===== src/rtl/jtag_pkg.sv =====
// Shared types and constants for the oversampled JTAG TAP.
package jtag_pkg;

  typedef enum logic [3:0] {
    TAP_EXIT2_DR   = 4'h0,
    TAP_EXIT1_DR   = 4'h1,
    TAP_SHIFT_DR   = 4'h2,
    TAP_PAUSE_DR   = 4'h3,
    TAP_SELECT_IR  = 4'h4,
    TAP_UPDATE_DR  = 4'h5,
    TAP_CAPTURE_DR = 4'h6,
    TAP_SELECT_DR  = 4'h7,
    TAP_EXIT2_IR   = 4'h8,
    TAP_EXIT1_IR   = 4'h9,
    TAP_SHIFT_IR   = 4'hA,
    TAP_PAUSE_IR   = 4'hB,
    TAP_RTI        = 4'hC,
    TAP_UPDATE_IR  = 4'hD,
    TAP_CAPTURE_IR = 4'hE,
    TAP_TLR        = 4'hF
  } tap_state_e;

  typedef enum logic [1:0] {
    SEL_BYPASS,
    SEL_IDCODE,
    SEL_USER
  } dr_sel_e;

  localparam logic [4:0] JTAG_IDCODE     = 5'h01;
  localparam logic [4:0] JTAG_BYPASS     = 5'h1F;
  localparam logic [4:0] JTAG_IR_CAPTURE = 5'b00001;

endpackage


===== src/rtl/jtag_pin_sync.sv =====
// Two-flop synchronisers for the JTAG pins plus a TCK edge detector in the clk domain.
module jtag_pin_sync (
  input  logic clk,
  input  logic rst_n,
  input  logic i_tck,
  input  logic i_tms,
  input  logic i_tdi,
  input  logic i_trstn,
  output logic o_tms,
  output logic o_tdi,
  output logic o_trstn,
  output logic o_tck_rise,
  output logic o_tck_fall
);

  logic [1:0] r_tck_sync;
  logic [1:0] r_tms_sync;
  logic [1:0] r_tdi_sync;
  logic [1:0] r_trstn_sync;
  logic       r_tck_dly;

  // trstn resets low so the TAP is held in Test-Logic-Reset until the pin is seen high.
  always_ff @(posedge clk or negedge rst_n) begin
    if (!rst_n) begin
      r_tck_sync   <= 2'b00;
      r_tms_sync   <= 2'b11;
      r_tdi_sync   <= 2'b00;
      r_trstn_sync <= 2'b00;
      r_tck_dly    <= 1'b0;
    end else begin
      r_tck_sync   <= {r_tck_sync[0], i_tck};
      r_tms_sync   <= {r_tms_sync[0], i_tms};
      r_tdi_sync   <= {r_tdi_sync[0], i_tdi};
      r_trstn_sync <= {r_trstn_sync[0], i_trstn};
      r_tck_dly    <= r_tck_sync[1];
    end
  end

  assign o_tms      = r_tms_sync[1];
  assign o_tdi      = r_tdi_sync[1];
  assign o_trstn    = r_trstn_sync[1];
  assign o_tck_rise = r_tck_sync[1] & ~r_tck_dly;
  assign o_tck_fall = ~r_tck_sync[1] & r_tck_dly;

endmodule


===== src/rtl/jtag_tap_oversampled.sv =====
// IEEE 1149.1 TAP sampled in the clk domain with IDCODE, BYPASS and a USER DR.
// Define JTAG_IDCODE_EN to implement the IDCODE instruction; otherwise its opcode decodes as BYPASS.
module jtag_tap_oversampled
  import jtag_pkg::*;
#(
  parameter int unsigned       IR_W       = 5,
  parameter int unsigned       DR_W       = 32,
  parameter logic [31:0]       IDCODE_VAL = 32'h1000_0DB3,
  parameter logic [IR_W-1:0]   USER_IR    = 5'h11
) (
  input  logic            clk,
  input  logic            rst_n,
  input  logic            tck,
  input  logic            tms,
  input  logic            trstn,
  input  logic            tdi,
  output logic            tdo,
  output logic            tdo_oe,
  input  logic [DR_W-1:0] user_capture_data,
  output logic [DR_W-1:0] user_update_data,
  output logic            user_update_valid,
  output logic [3:0]      tap_state
);

`ifdef JTAG_IDCODE_EN
  localparam logic [IR_W-1:0] OP_IDCODE = IR_W'(JTAG_IDCODE);
  localparam logic [IR_W-1:0] OP_RESET  = OP_IDCODE;
`else
  localparam logic [IR_W-1:0] OP_RESET  = {IR_W{1'b1}};
`endif
  localparam logic [IR_W-1:0] IR_CAPTURE = IR_W'(JTAG_IR_CAPTURE);

  logic w_tms, w_tdi, w_trstn, w_tck_rise, w_tck_fall;
  logic w_act;

  tap_state_e      r_state, w_next_state;
  dr_sel_e         w_sel;
  logic [IR_W-1:0] r_ir, r_ir_sr;
  logic            r_byp;
  logic [31:0]     r_id_sr;
  logic [DR_W-1:0] r_usr_sr;
  logic            w_shift_ir, w_shift_dr, w_dr_lsb, w_tdo_next;

  jtag_pin_sync u_pin_sync (
    .clk        (clk),
    .rst_n      (rst_n),
    .i_tck      (tck),
    .i_tms      (tms),
    .i_tdi      (tdi),
    .i_trstn    (trstn),
    .o_tms      (w_tms),
    .o_tdi      (w_tdi),
    .o_trstn    (w_trstn),
    .o_tck_rise (w_tck_rise),
    .o_tck_fall (w_tck_fall)
  );

  // A synced trstn low masks any concurrent TCK rise.
  assign w_act = w_tck_rise & w_trstn;

  always_ff @(posedge clk or negedge rst_n) begin
    if (!rst_n) r_state <= TAP_TLR;
    else        r_state <= w_next_state;
  end

  always_comb begin
    w_next_state = r_state;
    if (!w_trstn) begin
      w_next_state = TAP_TLR;
    end else if (w_tck_rise) begin
      case (r_state)
        TAP_TLR:        w_next_state = w_tms ? TAP_TLR       : TAP_RTI;
        TAP_RTI:        w_next_state = w_tms ? TAP_SELECT_DR : TAP_RTI;
        TAP_SELECT_DR:  w_next_state = w_tms ? TAP_SELECT_IR : TAP_CAPTURE_DR;
        TAP_CAPTURE_DR: w_next_state = w_tms ? TAP_EXIT1_DR  : TAP_SHIFT_DR;
        TAP_SHIFT_DR:   w_next_state = w_tms ? TAP_EXIT1_DR  : TAP_SHIFT_DR;
        TAP_EXIT1_DR:   w_next_state = w_tms ? TAP_UPDATE_DR : TAP_PAUSE_DR;
        TAP_PAUSE_DR:   w_next_state = w_tms ? TAP_EXIT2_DR  : TAP_PAUSE_DR;
        TAP_EXIT2_DR:   w_next_state = w_tms ? TAP_UPDATE_DR : TAP_SHIFT_DR;
        TAP_UPDATE_DR:  w_next_state = w_tms ? TAP_SELECT_DR : TAP_RTI;
        TAP_SELECT_IR:  w_next_state = w_tms ? TAP_TLR       : TAP_CAPTURE_IR;
        TAP_CAPTURE_IR: w_next_state = w_tms ? TAP_EXIT1_IR  : TAP_SHIFT_IR;
        TAP_SHIFT_IR:   w_next_state = w_tms ? TAP_EXIT1_IR  : TAP_SHIFT_IR;
        TAP_EXIT1_IR:   w_next_state = w_tms ? TAP_UPDATE_IR : TAP_PAUSE_IR;
        TAP_PAUSE_IR:   w_next_state = w_tms ? TAP_EXIT2_IR  : TAP_PAUSE_IR;
        TAP_EXIT2_IR:   w_next_state = w_tms ? TAP_UPDATE_IR : TAP_SHIFT_IR;
        TAP_UPDATE_IR:  w_next_state = w_tms ? TAP_SELECT_DR : TAP_RTI;
      endcase
    end
  end

  always_comb begin
    w_sel = SEL_BYPASS;
    if (r_ir == USER_IR) w_sel = SEL_USER;
`ifdef JTAG_IDCODE_EN
    if (r_ir == OP_IDCODE) w_sel = SEL_IDCODE;
`endif
  end

  always_comb begin
    w_shift_ir = (r_state == TAP_SHIFT_IR);
    w_shift_dr = (r_state == TAP_SHIFT_DR);
    case (w_sel)
      SEL_IDCODE: w_dr_lsb = r_id_sr[0];
      SEL_USER:   w_dr_lsb = r_usr_sr[0];
      default:    w_dr_lsb = r_byp;
    endcase
    w_tdo_next = w_shift_ir ? r_ir_sr[0] : (w_shift_dr ? w_dr_lsb : 1'b0);
  end

  always_ff @(posedge clk or negedge rst_n) begin
    if (!rst_n) begin
      r_ir    <= OP_RESET;
      r_ir_sr <= '0;
    end else if (!w_trstn) begin
      r_ir    <= OP_RESET;
      r_ir_sr <= '0;
    end else begin
      if (r_state == TAP_TLR) r_ir <= OP_RESET;
      if (w_act) begin
        case (r_state)
          TAP_CAPTURE_IR: r_ir_sr <= IR_CAPTURE;
          TAP_SHIFT_IR:   r_ir_sr <= {w_tdi, r_ir_sr[IR_W-1:1]};
          TAP_UPDATE_IR:  r_ir    <= r_ir_sr;
          default:        ;
        endcase
      end
    end
  end

  always_ff @(posedge clk or negedge rst_n) begin
    if (!rst_n) begin
      r_byp    <= 1'b0;
      r_id_sr  <= '0;
      r_usr_sr <= '0;
    end else if (!w_trstn) begin
      r_byp    <= 1'b0;
      r_id_sr  <= '0;
      r_usr_sr <= '0;
    end else if (w_act) begin
      if (r_state == TAP_CAPTURE_DR) begin
        case (w_sel)
          SEL_IDCODE: r_id_sr  <= IDCODE_VAL;
          SEL_USER:   r_usr_sr <= user_capture_data;
          default:    r_byp    <= 1'b0;
        endcase
      end else if (r_state == TAP_SHIFT_DR) begin
        case (w_sel)
          SEL_IDCODE: r_id_sr  <= {w_tdi, r_id_sr[31:1]};
          SEL_USER:   r_usr_sr <= (r_usr_sr >> 1) | (DR_W'(w_tdi) << (DR_W - 1));
          default:    r_byp    <= w_tdi;
        endcase
      end
    end
  end

  // Update output survives trstn; only rst_n clears it.
  always_ff @(posedge clk or negedge rst_n) begin
    if (!rst_n) begin
      user_update_data  <= '0;
      user_update_valid <= 1'b0;
    end else begin
      user_update_valid <= 1'b0;
      if (w_act && r_state == TAP_UPDATE_DR && w_sel == SEL_USER) begin
        user_update_data  <= r_usr_sr;
        user_update_valid <= 1'b1;
      end
    end
  end

  always_ff @(posedge clk or negedge rst_n) begin
    if (!rst_n) begin
      tdo    <= 1'b0;
      tdo_oe <= 1'b0;
    end else if (w_tck_fall) begin
      tdo    <= w_tdo_next;
      tdo_oe <= w_shift_ir | w_shift_dr;
    end
  end

  assign tap_state = r_state;

endmodule


===== config.mk =====
export PLATFORM = sky130hd
export DESIGN_NAME = jtag_tap_oversampled
export DESIGN_NICKNAME = d
export VERILOG_FILES = /design/src/rtl/jtag_pkg.sv /design/src/rtl/jtag_pin_sync.sv /design/src/rtl/jtag_tap_oversampled.sv
export SDC_FILE = /design/constraint.sdc
export NUM_CORES = 1
export LEC_CHECK = 0
export ABC_AREA = 1
export CAP_MARGIN = 20
export CORE_ASPECT_RATIO = 0.9
export CORE_MARGIN = 2
export CORE_UTILIZATION = 50
export DETAILED_ROUTE_END_ITERATION = 10
export PLACE_DENSITY = 0.81
export SLEW_MARGIN = 20
export SYNTH_ARGS = -nofsm -noshare
export SYNTH_HDL_FRONTEND = slang
export SYNTH_SLANG_ARGS = --single-unit

===== constraint.sdc =====
create_clock -name clk -period 1.9 [get_ports clk]
set_input_delay 0.19 -clock clk [delete_from_list [all_inputs] [get_ports clk]]
set_output_delay 0.19 -clock clk [all_outputs]
set_load 0.005 [all_outputs]

After elaboration in Yosys (flattened, before gate mapping)
Cells that the tools add are included.
{"block": "word_totals", "word_cells": 104, "regBits": 123, "input_bits": 38}
{"block": "op_classes", "n_bitwise": 7, "n_eq_ne": 26, "reduce_logical": 11, "mux": 45}
{"cell": "32-bit two-way mux", "count": 12}
{"cell": "4-bit one-hot mux with 12 select lines", "count": 1}
{"cell": "4-bit == test, second input constant", "count": 8}
{"cell": "31-bit by 32-bit bitwise OR with 32-bit output", "count": 1}
{"cell": "5-bit two-way mux", "count": 6}
{"cell": "4-bit by 3-bit == test with 1-bit output, second input constant", "count": 4}
{"cell": "2-bit two-way mux", "count": 7}
{"cell": "3-bit two-way mux", "count": 4}
{"cell": "4-bit two-way mux", "count": 3}
{"cell": "3-bit inequality test, second input constant", "count": 4}
{"cell": "1-bit two-way mux", "count": 10}
{"cell": "5-bit one-hot mux with 2 select lines", "count": 1}
{"cell": "4-bit by 2-bit == test with 1-bit output, second input constant", "count": 2}
{"cell": "2-bit inequality test, second input constant", "count": 4}
{"cell": "3-bit AND reduction", "count": 2}
{"cell": "2-bit OR reduction", "count": 3}
{"cell": "5-bit == test, second input constant", "count": 1}
{"cell": "4-bit by 1-bit == test with 1-bit output, second input constant", "count": 1}
{"cell": "4-bit logical NOT", "count": 1}
{"cell": "4-bit AND reduction", "count": 1}
{"cell": "1-bit bitwise AND", "count": 3}
{"cell": "3-bit OR reduction", "count": 1}
{"cell": "2-bit by 1-bit == test with 1-bit output, second input constant", "count": 1}
{"cell": "2-bit == test, second input constant", "count": 1}
{"cell": "other kinds (5)", "count": 7}

Longest topological paths before layout
Gate-level depths: netlist of run 1.
{"block": "logic_depth", "word_depth": 9, "mapped_depth": 9}

Hierarchy
Synthesis of run 1 repeated with hierarchy kept, for this count alone.
{"block": "unflattened", "hier_cells": 509, "area_unflattened_um2": 4172.8}
{"module": "jtag_tap_oversampled", "area_each_um2": 3930.0, "cells_per_inst": 496, "instances": 1}
{"module": "jtag_pin_sync", "area_each_um2": 242.7, "cells_per_inst": 13, "instances": 1}

Worst setup path before layout of run 1
OpenSTA, ideal clock, no wires.
{"block": "synth_path", "kind": "reg-to-reg", "from": "register r_state[2], in the netlist tap_state[2]", "to": "register r_usr_sr[9]", "slack_ns": 0.436, "arrival_ns": 1.347, "setup_time_ns": 0.117, "stages_incl_launch_ff": 10, "cell_sequence": "dfstp_2 -> inv_2 -> nor2_4 -> nand2_2 -> buf_6 -> buf_6 -> nand3_1 -> o21ai_1 -> nand2_1 -> nand2_1"}
{"block": "synth_between", "elab_chain_cells": 4}
{"element": "from (decl)", "line": "jtag_tap_oversampled.sv:36", "text": "tap_state_e r_state, w_next_state;"}
{"element": "from (signal assigned)", "line": "jtag_tap_oversampled.sv:63", "text": "else r_state <= w_next_state;"}
{"element": "4-bit by 3-bit == test with 1-bit output", "line": "jtag_tap_oversampled.sv:141", "text": "if (r_state == TAP_CAPTURE_DR) begin"}
{"element": "32-bit two-way mux", "line": "jtag_tap_oversampled.sv:141"}
{"element": "32-bit two-way mux", "line": "jtag_tap_oversampled.sv:140", "text": "end else if (w_act) begin"}
{"element": "32-bit two-way mux", "line": "jtag_tap_oversampled.sv:136", "text": "end else if (!w_trstn) begin"}
{"element": "to (signal assigned)", "line": "jtag_tap_oversampled.sv:144", "text": "SEL_USER: r_usr_sr <= user_capture_data;"}
{"element": "to (signal assigned)", "line": "jtag_tap_oversampled.sv:150", "text": "SEL_USER: r_usr_sr <= (r_usr_sr >> 1) | (DR_W'(w_tdi) << (DR_W - 1));"}
{"element": "to (decl)", "line": "jtag_tap_oversampled.sv:41", "text": "logic [DR_W-1:0] r_usr_sr;"}
Several ways; a longest one is shown, not always the timed one. The select of a mux whose other input is x is not followed.
A chain may end at the register's enable or synchronous reset.

Final worst setup path of run 1
{"block": "layout_path", "from": "register r_state[2], in the netlist tap_state[2]", "to": "output port tap_state[2]"}
{"element": "to (decl)", "line": "jtag_tap_oversampled.sv:22", "text": "output logic [3:0] tap_state"}
No word-level cell between the ends.

==> results.md, run 1 <==
* Synth area leaders: dfrtp_1 47%, nand2_1 16%, nand3_1 7.9%
* Starting Density at between 50% and 60%
* Worst relative slew slack at approximately three fifths
* Die Span Y at slightly above 90 microns
* CP max FO at 7
* Total design power at 0.00378 W
* GP Congestion at between 0.8 and 0.9
* Hold/Removal Path Class: input port to flip-flop
* # rows at 31
* CTS Buffer Depth at 2
* Yosys top cell area share at between 40% and 50%
* Area leader, netlist: dfrtp_1
* CTS tree: done
* Largest net degree at the start of global routing at approximately 50
* Area grow syn2layout at 25.6%
* Cell Int Power at about 0.0029 W
* Leak Pwr at approximately 2.7 nW
* Synth Instances at 531
* Post-Route Skew at 0.00795 ns
* CP arrival at 1.55 ns
* Grt ovf at 0
* Period minus WS final at approximately 1.7 ns
* # diodes at 0
* CP required at around 1.7 ns
* Sw frac at a little under a quarter
* Total Routing Usage GR at 22.5%
* Core box area at 0.00811 sq mm
* TritonRoute pass-1 iters at 5
* Synth Flop Type: dfrtp_1
* H-tree level count at 3
* Critical path type: flip-flop to primary output
* Status: completed
* Syn nets at approximately 570
* Nets at roughly 640
* Post-Syn Area per Cell at 7.95 sq um
* Final number of max-transition violations at 0
* YS warnings at 0
* First-pass GRT wire length at between 15000 and 20000 microns
* Ys async rst share at 100%
* IO Pins at 77
* Total number of vias at approximately 3800
* Max Clock Freq at 576 MHz
* Startpoint Class: flip-flop
* Combinational Power Share at between 8 and 9%
* CTS Root Cell: clkbuf_8
* Max-Cap Viols at 0
* Period Utilization, post-route at between 90% and 100%
* Seq/Total Area, Yosys at about 54%
* Clock Latency Late Sink at 0.36 ns
* Initial antenna violation count at 0
* Vias per cell at 5.33
* CP endpoint kind: primary output
* # setup viols final at 0
* Number of synthesized flops with an enable pin at 0
* DRT Wirelength at around 9800 microns
* Yosys cell types at 22
* Fin. Hold Viols at 0
* RSZ-0062 raised after global routing: no
* Post-cts sizing count at 0
* Post-Syn Area at between 0.004 and 0.005 sq mm
* Clock power frac at between 30 and 40%
* Net Switching at between 0.0008 and 0.0009 W
* Sinks on Clock Net at 91
* Initial drt markers at 298
* Hold slack at roughly 0.22 ns
* Clock transition at path regs at around 0.080 ns
* Sequential share of power at between 50% and 60%
* Post-route ant nets at 0
* Post-DP HPWL at 6700 microns
* Layout cells sized above 1 at 8.05%
* Power density cells at between 700 and 800 mW/mm^2
* Vias in the first global route at 3409
* WL per Instance at ~14 microns
* Tightest Pin Transition at a little over 0.6 ns
* Die area at about 0.0092 sq mm
* #FFs+latches synth at about 90
* Setup TNS at 0 ns
* DR DRC count at 0
* Port bufs at between 70 and 80
* Die width at roughly 100 microns
* VDD IR max at 0.425 mV
* Total CTS buffers at 9
==> cells by family (layout without fill, tap and decap cells) <==
logic type	Yosys count	after routing	synth area share, %
compound gates	67	67	8.39
buf+inv	81	159	8.38
flops	91	91	54.3
simple gates	292	292	29.0
==> cell type report <==
type	instances	area (sq um)
clock buffer	11	141
timing repair buffer	90	891
fill	674	2800
inverter	54	203
multi-input combinational	359	1580
sequential	91	2290
tap	99	124
clock inverter	4	73.8
==> placed cells by master (no fill, tap or decap), drive strengths merged <==
cell type and count:
a21oi 8, buf 14, clkdlybuf4s50 75, a31oi 1
inv 55, nand3 67, dfstp 11, o21ai 51
o211ai 6, clkbuf 11, dfrtp 80, o21bai 1
clkinv 1, dlygate4sd3 1, nand2 184, nand4 7
nor2 34, bufinv 2
==> stage by stage <==
step	worst slack, ns	instances	instance area (sq um)	util, %
after floorplan	0.436	531	4220	-
after global placement	0.279	692	5080	62.6
after detailed placement	0.226	692	5080	62.6
after CTS	0.150	708	5300	65.4
after global routing	0.0551	708	5300	65.4
final	0.164	708	5300	65.4
==> final timing paths <==
path / startpoint / to / slack, ns / cells past startpoint
setup / recovery: tap_state[2]$_DFFE_PN1P_ / tap_state[2] / 0.16 / 2
hold / removal: tms / u_pin_sync.r_tms_sync[0]$_DFF_PN1_ / 0.22 / 1
setup reg to reg: tap_state[2]$_DFFE_PN1P_ / r_usr_sr[21]$_DFFE_PN0P_ / 0.18 / 9
hold reg to reg: u_pin_sync.r_tck_sync[0]$_DFF_PN0_ / u_pin_sync.r_tck_sync[1]$_DFF_PN0_ / 0.35 / 0
max in group asynchronous: rst_n / user_update_data[14]$_DFFE_PN0P_ / 0.92 / 3
min in group asynchronous: rst_n / u_pin_sync.r_tck_sync[0]$_DFF_PN0_ / 0.38 / 2
==> cells in the mapped netlist (all sizes together) (6+ instances only) <==
library cell	instances
clkbuf	8
dfrtp	80
o21ai	51
inv	54
nor2	34
nand2	184
a21oi	8
o211ai	6
dfstp	11
nand3	67
nand4	7
buf	19
==> state kept, by name, indices dropped and copies added (netlist names) <==
register                 count
tdo_oe                       1
u_pin_sync.r_tdi_sync        2
tdo                          1
user_update_valid            1
r_byp                        1
u_pin_sync.r_tck_sync        2
u_pin_sync.r_trstn_sync      2
user_update_data            32
u_pin_sync.r_tck_dly         1
r_ir                         5
r_ir_sr                      5
r_usr_sr                    32
tap_state                    4
u_pin_sync.r_tms_sync        2
==> power groups by stage <==
stage,Clock (W),Sequential (W),Combinational (W)
after floorplan,0,0.00204,0.000145
after global placement,0,0.00204,0.000325
after detailed placement,0,0.00204,0.000332
after CTS,0.00147,0.00200,0.000336
after global routing,0.00155,0.00201,0.000370
final,0.00144,0.00200,0.000336
==> repair_timing <==
action,CTS,global route
hold buffers,1,0
endpoints found under the hold margin,35,0
buffers inserted,0,0
==> critical path: stages (launching register included) <==
cell	delay, ns
dfstp_2	0.54
buf_4	0.14
clkdlybuf4s50_1	0.51
==> layer usage <==
metal	vias to the layer above	part of all wire [%]	routed length, microns	GRT usage, %
met2	155	48	4680	34.8
met5	-	0	0	0
met1	1754	44	4300	31.5
met3	22	6.9	670	5.00
met4	0	1.3	125	7.08
li1	1840	-	-	-
No activity file was read; power rests on OpenSTA's default activity.
==> inputs of run 2 (changes only) <==
==> constraint.sdc (replaced) <==
create_clock -name clk -period 1.8 [get_ports clk]
set_input_delay 0.18 -clock clk [delete_from_list [all_inputs] [get_ports clk]]
set_output_delay 0.18 -clock clk [all_outputs]
set_load 0.005 [all_outputs]
==> results.md, run 2 (synthesis results as in run 1) <==
* Max incr delay on CP at about 0.65 ns
* Clock Latency Late Sink at approximately 0.36 ns
* Largest net degree at the start of global routing at 40
* Total number of vias at 3769
* H-tree level count at 3
* GP Congestion at around 0.93
* Core box area at 0.00811 sq mm
* Total CTS buffers at 9
* Net Switching at 0.000942 W
* DR DRC count at 0
* Initial drt markers at between 200 and 250
* CTS tree: done
* CP required at 1.62 ns
* Sequential share of power at between 50 and 60%
* Grt ovf at 0
* Post-route ant nets at 0
* Layout cells sized above 1 at around 8.5%
* Total Routing Usage GR at 22.9%
* CP endpoint kind: primary output
* Fin. Hold Viols at 0
* Worst-path cell chain: clkdlybuf4s50_1
* CP arrival at around 1.5 ns
* Power density cells at 772 mW/mm^2
* Vias in the first global route at 3535
* Largest regs: r_usr_sr x32, user_update_data x32
* Cell Int Power at around 0.0032 W
* Buf/Inv on CP at 1
* Worst relative slew slack at between 70 and 80%
* Hold slack at 0.220 ns
* Vias per cell at about 5.3
* CP max-delay cell: dfstp_2
* VDD IR max at between 0.5 and 0.6 mV
* Post-DP HPWL at 6700 microns
* Nets at ~650
* # rows at 31
* Tightest Pin Transition at about 0.41 ns
* Starting Density at a little over half
* Commonest cells after routing, fill and taps aside: 182 x nand2_1, 79 x dfrtp_1, 75 x clkdlybuf4s50_1, 67 x nand3_1, 50 x inv_1
* Combinational Power Share at roughly 8.6%
* Clock power frac at 40.3%
* Port bufs at 76
* Clock transition at path regs at about 0.090 ns
* RSZ-0062 raised after global routing: no
* Sw frac at between 20% and 30%
* Die area at 0.00920 sq mm
* CTS Buffer Depth at 2
* Hold/Removal Path Class: input port to flip-flop
* First-pass GRT wire length at about 17000 microns
* Final number of max-transition violations at 0
* TritonRoute pass-1 iters at 5
* Critical path's top delay family: flip-flops
* Die Span Y at between 90 and 100 microns
* Util after Layout at about 66%
* Initial antenna violation count at 0
* Leak Pwr at around 2.7 nW
* Area grow syn2layout at 27.0%
* IO Pins at slightly below 80
* # setup viols final at 0
* Max-Cap Viols at 0
* Sinks on Clock Net at 91
* Die width at 101 microns
* WL per Instance at 13.7 microns
* Period Utilization, post-route at 95.2%
* DRT Wirelength at ~9700 microns
* Post-Route Skew at between 0.004 and 0.005 ns
* Setup TNS at 0 ns
* CTS Root Cell: clkbuf_8
* Period minus WS final at 1.71 ns
* Fill count at around 660
* Status: completed
* Max Clock Freq at 583 MHz
* Critical path type: flip-flop to primary output
* Most frequent standard cell in the layout excluding fill and tap cells: nand2_1
* CP max FO at 8
* # diodes at 0
* Startpoint Class: flip-flop
[run 2: cell types whose count changed in the layout (fill, tap and decap cells not counted)]
cell | previous run | this run
buf_4 | 12 | 14
buf_12 | 2 | 3
inv_6 | 1 | 0
bufinv_16 | 2 | 3
o21ai_0 | 15 | 14
clkinv_4 | 0 | 1
inv_2 | 4 | 3
o21ai_1 | 36 | 37
[run 2: worst register-to-register path, delay by kind of cell (launching register included)]
family,cells,cell delay [ns]
AOI/OAI and AO/OA,1,0.10
buffers and inverters,2,0.27
DFF,1,0.60
and+or+nand+nor,5,0.56
[run 2: repair_timing]
item,in CTS,in global routing
endpoints found under the setup margin,0,9
endpoints found under the hold margin,18,0
gates resized for setup,0,2
hold buffers,1,0
setup buffers,0,1
[run 2: through the flow]
step	instances	total power (W)	cell area, sq um	worst slack (ns)
CTS	710	0.00416	5360	0.0738
global route	711	0.00429	5360	0.0102
floorplan	531	0.00231	4220	0.336
detailed placement	694	0.00251	5100	0.170
finish	711	0.00414	5360	0.0855
global placement	694	0.00250	5100	0.187
[run 2: final cells by class]
class | count | area, sq um | area share (%)
clock buffer | 11 | 141 | 2.64
clock inverter | 4 | 98.8 | 1.84
inverter | 54 | 204 | 3.80
multi-input combinational | 359 | 1580 | 29.4
sequential | 91 | 2290 | 42.7
tap | 99 | 124 | 2.31
timing repair buffer | 93 | 926 | 17.3
[run 2: path summary, 6_finish.rpt]
| kind | from | end | slack (ns) | cells after the start |
|---|---|---|---|---|
| setup / recovery | tap_state[3]$_DFFE_PN1P_ | tap_state[3] | 0.09 | 1 |
| min in group asynchronous | rst_n | u_pin_sync.r_tck_sync[1]$_DFF_PN0_ | 0.26 | 2 |
| hold / removal | tms | u_pin_sync.r_tms_sync[0]$_DFF_PN1_ | 0.22 | 1 |
| max in group asynchronous | rst_n | r_ir[3]$_DFF_PN1_ | 0.93 | 3 |
| setup reg to reg | tap_state[1]$_DFFE_PN1P_ | r_usr_sr[0]$_DFFE_PN0P_ | 0.16 | 8 |
| hold reg to reg | u_pin_sync.r_tck_sync[0]$_DFF_PN0_ | u_pin_sync.r_tck_sync[1]$_DFF_PN0_ | 0.35 | 0 |
[run 2: layer usage]
layer,vias to the layer above,routed length [microns],track usage (%)
li1,1838,-,-
met1,1794,4430,32.6
met2,120,4580,34.7
met3,17,568,5.39
met4,0,157,7.42
met5,-,0,0
[run 2: power groups by stage]
stage | combinational [W] | clock, W | sequential (W)
floorplan | 0.000153 | 0 | 0.00215
global placement | 0.000344 | 0 | 0.00216
detailed placement | 0.000348 | 0 | 0.00216
CTS | 0.000354 | 0.00169 | 0.00212
global route | 0.000397 | 0.00177 | 0.00212
finish | 0.000355 | 0.00167 | 0.00212
